===== src/rtl/mmio_defs.sv =====
// Shared definitions for the MMIO slave: register offsets, UART state encoding
// and the byte-lane write merge used by every writable register.
package mmio_defs;

    localparam logic [15:0] OFF_LED         = 16'h0000;
    localparam logic [15:0] OFF_SWITCH      = 16'h0004;
    localparam logic [15:0] OFF_TIMER       = 16'h0008;
    localparam logic [15:0] OFF_SCRATCH     = 16'h000C;
    localparam logic [15:0] OFF_UART_DATA   = 16'h0010;
    localparam logic [15:0] OFF_UART_STATUS = 16'h0014;

    typedef enum logic [1:0] {
        UART_IDLE  = 2'd0,
        UART_START = 2'd1,
        UART_DATA  = 2'd2,
        UART_STOP  = 2'd3
    } uart_state_e;

    // Lane i of the result comes from wdata when wen[i], else from old_val.
    function automatic logic [31:0] merge_bytes(input logic [31:0] old_val,
                                                input logic [31:0] wdata,
                                                input logic [3:0]  wen);
        logic [31:0] merged;
        merged = old_val;
        for (int i = 0; i < 4; i++) begin
            if (wen[i]) merged[8*i +: 8] = wdata[8*i +: 8];
        end
        return merged;
    endfunction

endpackage


===== src/rtl/uart_tx_8n1.sv =====
// Byte-serial 8N1 transmitter: one start bit, eight data bits LSB first, one
// stop bit, each CLK_DIV clocks long. A start pulse is only honoured when idle.
module uart_tx_8n1
    import mmio_defs::*;
#(
    parameter logic [15:0] CLK_DIV = 16'd868
) (
    input  logic       clk,
    input  logic       reset,
    input  logic       start,
    input  logic [7:0] data,
    output logic       txd,
    output logic       busy
);

    uart_state_e state, state_nxt;
    logic [15:0] baud_cnt, baud_nxt;
    logic [2:0]  bit_idx, bit_nxt;
    logic [7:0]  shreg, shreg_nxt;
    logic        baud_done;

    assign baud_done = (baud_cnt == CLK_DIV - 16'd1);

    // NOTE: async reset puts txd high at once through the state decode below,
    // so an aborted frame never leaves the line low.
    always_ff @(posedge clk or posedge reset) begin
        if (reset) begin
            state    <= UART_IDLE;
            baud_cnt <= '0;
            bit_idx  <= '0;
            shreg    <= '0;
        end else begin
            state    <= state_nxt;
            baud_cnt <= baud_nxt;
            bit_idx  <= bit_nxt;
            shreg    <= shreg_nxt;
        end
    end

    // NOTE: every output of this block is defaulted first so no path infers a latch.
    always_comb begin
        state_nxt = state;
        baud_nxt  = baud_cnt;
        bit_nxt   = bit_idx;
        shreg_nxt = shreg;
        txd       = 1'b1;
        busy      = 1'b1;
        unique case (state)
            UART_IDLE: begin
                busy = 1'b0;
                if (start) begin
                    state_nxt = UART_START;
                    baud_nxt  = '0;
                    shreg_nxt = data;
                end
            end
            UART_START: begin
                txd = 1'b0;
                if (baud_done) begin
                    state_nxt = UART_DATA;
                    baud_nxt  = '0;
                    bit_nxt   = '0;
                end else begin
                    baud_nxt = baud_cnt + 16'd1;
                end
            end
            UART_DATA: begin
                txd = shreg[0];
                if (baud_done) begin
                    baud_nxt  = '0;
                    shreg_nxt = {1'b0, shreg[7:1]};
                    if (bit_idx == 3'd7) state_nxt = UART_STOP;
                    else                 bit_nxt   = bit_idx + 3'd1;
                end else begin
                    baud_nxt = baud_cnt + 16'd1;
                end
            end
            UART_STOP: begin
                if (baud_done) begin
                    state_nxt = UART_IDLE;
                    baud_nxt  = '0;
                end else begin
                    baud_nxt = baud_cnt + 16'd1;
                end
            end
            default: state_nxt = UART_IDLE;
        endcase
    end

endmodule


===== src/rtl/data_sram_mmio_slave.sv =====
// MMIO responder on the CPU data-side SRAM interface: LED, switches, timer,
// scratch and a UART transmitter behind a 64 KiB window selected by ADDR_HI.
module data_sram_mmio_slave
    import mmio_defs::*;
#(
    parameter logic [15:0] ADDR_HI = 16'hbfaf,
    parameter logic [15:0] CLK_DIV = 16'd868
) (
    input  logic        clk,
    input  logic        reset,
    input  logic        data_sram_en,
    input  logic [3:0]  data_sram_wen,
    input  logic [31:0] data_sram_addr,
    input  logic [31:0] data_sram_wdata,
    output logic [31:0] data_sram_rdata,
    input  logic [15:0] switch_in,
    output logic [15:0] led_out,
    output logic        uart_txd
);

    logic        hit, rd_hit, wr_hit;
    logic [15:0] offset;
    logic [15:0] sw_meta, sw_sync;
    logic [31:0] timer, scratch;
    logic [31:0] led_merged, rd_mux;
    logic        uart_busy, uart_start;
    logic        unused_addr_bits;

    assign hit    = data_sram_en && (data_sram_addr[31:16] == ADDR_HI);
    assign rd_hit = hit && (data_sram_wen == 4'b0000);
    assign wr_hit = hit && (data_sram_wen != 4'b0000);
    assign offset = {data_sram_addr[15:2], 2'b00};
    assign unused_addr_bits = ^data_sram_addr[1:0];

    assign led_merged = merge_bytes({16'h0000, led_out}, data_sram_wdata, data_sram_wen);
    // Writes to a busy transmitter are dropped rather than queued.
    assign uart_start = wr_hit && (offset == OFF_UART_DATA) && data_sram_wen[0] && !uart_busy;

    always_ff @(posedge clk or posedge reset) begin
        if (reset) begin
            sw_meta <= '0;
            sw_sync <= '0;
        end else begin
            sw_meta <= switch_in;
            sw_sync <= sw_meta;
        end
    end

    // NOTE: sequential state uses non-blocking assignments so every register
    // samples pre-edge values; the timer read relies on this.
    always_ff @(posedge clk or posedge reset) begin
        if (reset) begin
            led_out         <= 16'hffff;
            timer           <= '0;
            scratch         <= '0;
            data_sram_rdata <= '0;
        end else begin
            if (wr_hit && offset == OFF_LED) led_out <= led_merged[15:0];
            if (wr_hit && offset == OFF_TIMER)
                timer <= merge_bytes(timer, data_sram_wdata, data_sram_wen);
            else
                timer <= timer + 32'd1;
            if (wr_hit && offset == OFF_SCRATCH)
                scratch <= merge_bytes(scratch, data_sram_wdata, data_sram_wen);
            if (rd_hit) data_sram_rdata <= rd_mux;
        end
    end

    always_comb begin
        rd_mux = '0;
        case (offset)
            OFF_LED:         rd_mux = {16'h0000, led_out};
            OFF_SWITCH:      rd_mux = {16'h0000, sw_sync};
            OFF_TIMER:       rd_mux = timer;
            OFF_SCRATCH:     rd_mux = scratch;
            OFF_UART_STATUS: rd_mux = {31'd0, uart_busy};
            default:         rd_mux = '0;
        endcase
    end

    uart_tx_8n1 #(
        .CLK_DIV (CLK_DIV)
    ) u_uart (
        .clk   (clk),
        .reset (reset),
        .start (uart_start),
        .data  (data_sram_wdata[7:0]),
        .txd   (uart_txd),
        .busy  (uart_busy)
    );

endmodule

===== config.mk =====
export PLATFORM = sky130hd
export DESIGN_NAME = data_sram_mmio_slave
export DESIGN_NICKNAME = d
export VERILOG_FILES = /design/src/rtl/mmio_defs.sv /design/src/rtl/uart_tx_8n1.sv /design/src/rtl/data_sram_mmio_slave.sv
export SDC_FILE = /design/constraint.sdc
export NUM_CORES = 1
export LEC_CHECK = 0
export CELL_PAD_IN_SITES_DETAIL_PLACEMENT = 1
export CELL_PAD_IN_SITES_GLOBAL_PLACEMENT = 2
export CORE_AREA = 4 4 155 157
export CTS_CLUSTER_SIZE = 10
export DETAILED_ROUTE_END_ITERATION = 7
export DIE_AREA = 0 0 159 161
export DONT_BUFFER_PORTS = 1
export GPL_TIMING_DRIVEN = 0
export PLACE_DENSITY_LB_ADDON = 0.1
export SLEW_MARGIN = 20
export SYNTH_ARGS = -nofsm -noshare
export SYNTH_HDL_FRONTEND = slang
export SYNTH_HIERARCHICAL = 1
export SYNTH_SLANG_ARGS = --single-unit

===== constraint.sdc =====
create_clock -name clk -period 4.2 [get_ports clk]
set_input_delay 0.21 -clock clk [delete_from_list [all_inputs] [get_ports clk]]
set_output_delay 0.21 -clock clk [all_outputs]
set_load 0.05 [all_outputs]

==> qor.csv <==
stage,metric,value,unit
run_status,outcome,finished clean,
logic_synthesis,YS warnings,6,
grt,largest net degree at the start of global routing,97,
detailed_routing,router iterations before antenna repair,5,
min_path,HP Class,input pin to flip-flop,
pwr,Max IR drop VDD,0.224,mV
sta,fmax,0.312,GHz
sta,fin. max-slew vios,0,
pwr,Power Density,361,nW/um^2
min_path,Hold Crit Depth,2,
floorplan,Die H,161,um
detailed_routing,1st-iter DRT viols,321,
min_path,Hold Crit Start,data_sram_wdata[21],
logic_synthesis,Avg Synthesized Cell Area,11.0,um^2
clock_network,Resize count post-CTS,0,
setup_path,Crit path max-delay family,simple AND/OR/NAND/NOR gates,
setup_path,worst path required time,4520,ps
floorplan,Initial Util,37.0,%
logic_synthesis,sequential area share after synthesis,52.3,%
detailed_routing,DR vias/cell,5.75,
cells_and_area,share of cells above drive strength 1,18.0,%
grt,initial antenna violation count,0,
setup_path,CP max stage delay,650,ps
cells_and_area,# diodes,0,
setup_path,worst reg2reg endpoint,u_uart/baud_cnt[2],
detailed_routing,DR WL/cell,22.8,um
grt,all-layer global routing usage,20.4,%
setup_path,Reg2Reg Depth,10,
setup_path,CP Capture Type,flip-flop,
detailed_routing,final wirelength,25700,um
setup_path,critical path's slowest cell,or4b_2,
floorplan,full die area,25600,um^2
sta,Worst Skew,10.3,ps
placement,DP Wirelength,18200,um
logic_synthesis,Cells after Synth,758,
pwr,total power draw,3.56,mW
setup_path,worst path arrival time,3530,ps
sta,Worst slew margin,22.7,%
sta,final hold vios,0,
setup_path,Worst Path Buf+Inv,3,
cells_and_area,"Design Area, Final",9860,um^2
logic_synthesis,Yosys reg bits,173,
grt,vias in the first global route,7058,
setup_path,WS Path Type,flip-flop to flip-flop,
placement,Buffers on Ports,0,
logic_synthesis,Netlist cell types,74,
sta,final setup vio count,0,
clock_network,clk root buf,clkbuf_16,
clock_network,CTS buffer count,17,
sta,RSZ-0062 raised after global routing,false,
logic_synthesis,Post-synth EDFFs,0,
setup_path,crit path max fanout,10,
grt,first-pass GRT wire length,41600,um
clock_network,clock-pin slew on the worst setup and hold paths,70,ps
placement,GP Congestion,0.825,
pwr,Static Leak,4.11,nW
floorplan,FP Rows,55,
logic_synthesis,syn_nets,854,
clock_network,CTS Hold Bufs,50,
cells_and_area,Fillers,2432,
clock_network,H-tree Lvls,4,
setup_path,reg-to-reg setup timing slack,1000,ps
setup_path,CP Launch Type,flip-flop,
clock_network,CTS tree,built,
logic_synthesis,async set-reset flop share out of synthesis,100,%
detailed_routing,via count,6477,
floorplan,Die Wd,159,um
sta,Worst-Margin Slew,1130,ps
placement,Placement Cell Area,8710,um^2
setup_path,Critical R2R Launch,u_uart/state[0],
grt,grt ovf,0,
logic_synthesis,Mapped Area,8320,um^2
min_path,WHS Endpoint,timer[21],
setup_path,cells along the critical path,inv_1 -> ha_1 -> inv_1 -> or4b_2 -> nor4_1 -> nand2b_1 -> clkbuf_1 -> o21ai_0 -> nand2_1 -> nand2_1,
floorplan,I/O pins,136,
cells_and_area,nets@finish,924,
floorplan,core area,22500,um^2
sta,final worst path period need,3200,ps
logic_synthesis,ys flop type,dfrtp_1,
clock_network,CTS Buffer Depth,2,
run,Max Cap Violations,0,
cells_and_area,"Area growth, synth to finish",18.5,%
detailed_routing,drc violations,0,
detailed_routing,remaining antenna violation count,0,
clock_network,clk sinks,173,
sta,Final Cycle Share,76.3,%
sta,worst hold slack,17.2,ps
clock_network,insertion delay to the later sink of the worst-skew pair,430,ps
clock_network,postcts setup bufs,0,
==> registers in the layout, indices dropped and copies added, names as in the netlist, 8 cells and up <==
register         cells
data_sram_rdata     32
led_out             16
scratch             32
sw_meta             16
sw_sync             16
timer               32
u_uart/baud_cnt     16
u_uart/shreg         8
==> layout make-up <==
cell class	count	area, um^2	area share (%)
clock buffer	17	425	4.31
inverter	12	52.6	0.533
buffer	31	133	1.35
timing repair buffer	51	528	5.35
multi-input combinational	542	3790	38.5
tap	285	357	3.62
sequential	173	4350	44.1
clock inverter	15	224	2.27
==> placed cells by master, fill, tap and decap left out, drive strengths merged, types with 6 or more instances in the layout <==
cell type,synthesis,layout
a22oi,23,23
mux2,62,62
dfrtp,157,157
nor2,44,44
buf,8,9
nand2,97,97
and3,11,11
nor4,14,14
clkbuf,23,40
o211ai,6,6
o21ai,52,52
dfstp,16,16
or3,6,6
ha,9,9
a21oi,19,19
a22o,6,6
mux2i,21,21
and4,8,8
nand3,25,25
nor3,19,19
nor2b,6,6
nand2b,8,8
nand4,16,16
inv,12,19
a31oi,12,12
a221oi,15,15
dlygate4sd3,0,50
==> logic make-up after synthesis <==
group / share of synthesized area [%]
and+or+nand+nor: 19.0
DFF: 52.3
AOI/OAI and AO/OA: 13.2
muxes: 11.6
buffers and inverters: 2.14
adders and majority gates: 1.35
xor gates and xnor gates: 0.526
==> report_power, final <==
part / internal [mW] / leakage, nW / switching (mW) / total [mW]
Combinational: 0.0537 / 1.66 / 0.0740 / 0.128
Clock: 0.975 / 0.315 / 0.770 / 1.74
Sequential: 1.68 / 2.13 / 0.00435 / 1.69
Total: 2.71 / 4.11 / 0.848 / 3.56
==> how the worst max path moves through the flow <==
| stage | cells after the start | endpoint | start |
|---|---|---|---|
| floorplan | 1 | data_sram_rdata[0] | reset |
| global placement | 1 | sw_meta[12] | reset |
| detailed placement | 10 | u_uart/shreg[3] | u_uart/state[0] |
| CTS | 10 | u_uart/baud_cnt[2] | u_uart/state[0] |
| global route | 10 | u_uart/baud_cnt[2] | u_uart/state[0] |
| finish | 10 | u_uart/baud_cnt[2] | u_uart/state[0] |
==> synthesized netlist by cell type (8+ instances only) <==
master | instances | area, um^2
dfrtp_1 | 157 | 3930
a22oi_1 | 23 | 173
a21oi_1 | 19 | 95.1
ha_1 | 9 | 113
nor2_1 | 43 | 161
a31oi_1 | 12 | 75.1
nor3_1 | 17 | 85.1
clkbuf_1 | 23 | 86.3
mux2i_1 | 21 | 210
mux2_4 | 8 | 120
inv_1 | 12 | 45.0
nand2b_1 | 8 | 50.1
nand4_1 | 14 | 87.6
a221oi_1 | 15 | 131
nand3_1 | 24 | 120
nand2_1 | 95 | 357
dfstp_2 | 16 | 420
nor4_1 | 8 | 50.1
mux2_2 | 54 | 608
and4_1 | 8 | 70.1
and3_1 | 11 | 68.8
o21ai_0 | 51 | 255
==> per-stage QoR <==
stage               cells  TNS (ps)  setup slack [ps]  utilization [%]
finish               1126         0               997             43.8
CTS                  1126         0               954             43.8
global route         1126         0               733             43.8
global placement     1043   -204840             -1610             38.6
floorplan             758         0               150                -
detailed placement   1044         0              1010             38.7
==> routing by layer <==
metal | part of all wire [%] | up-vias | wire length (um) | track usage [%]
met4 | 1.9 | 0 | 476 | 5.92
met2 | 48 | 139 | 12400 | 33.6
li1 | - | 2969 | - | -
met5 | 0 | - | 0 | 0
met3 | 4.3 | 25 | 1100 | 3.96
met1 | 46 | 3344 | 11700 | 27.7
Power figures use the tool's default switching activity.
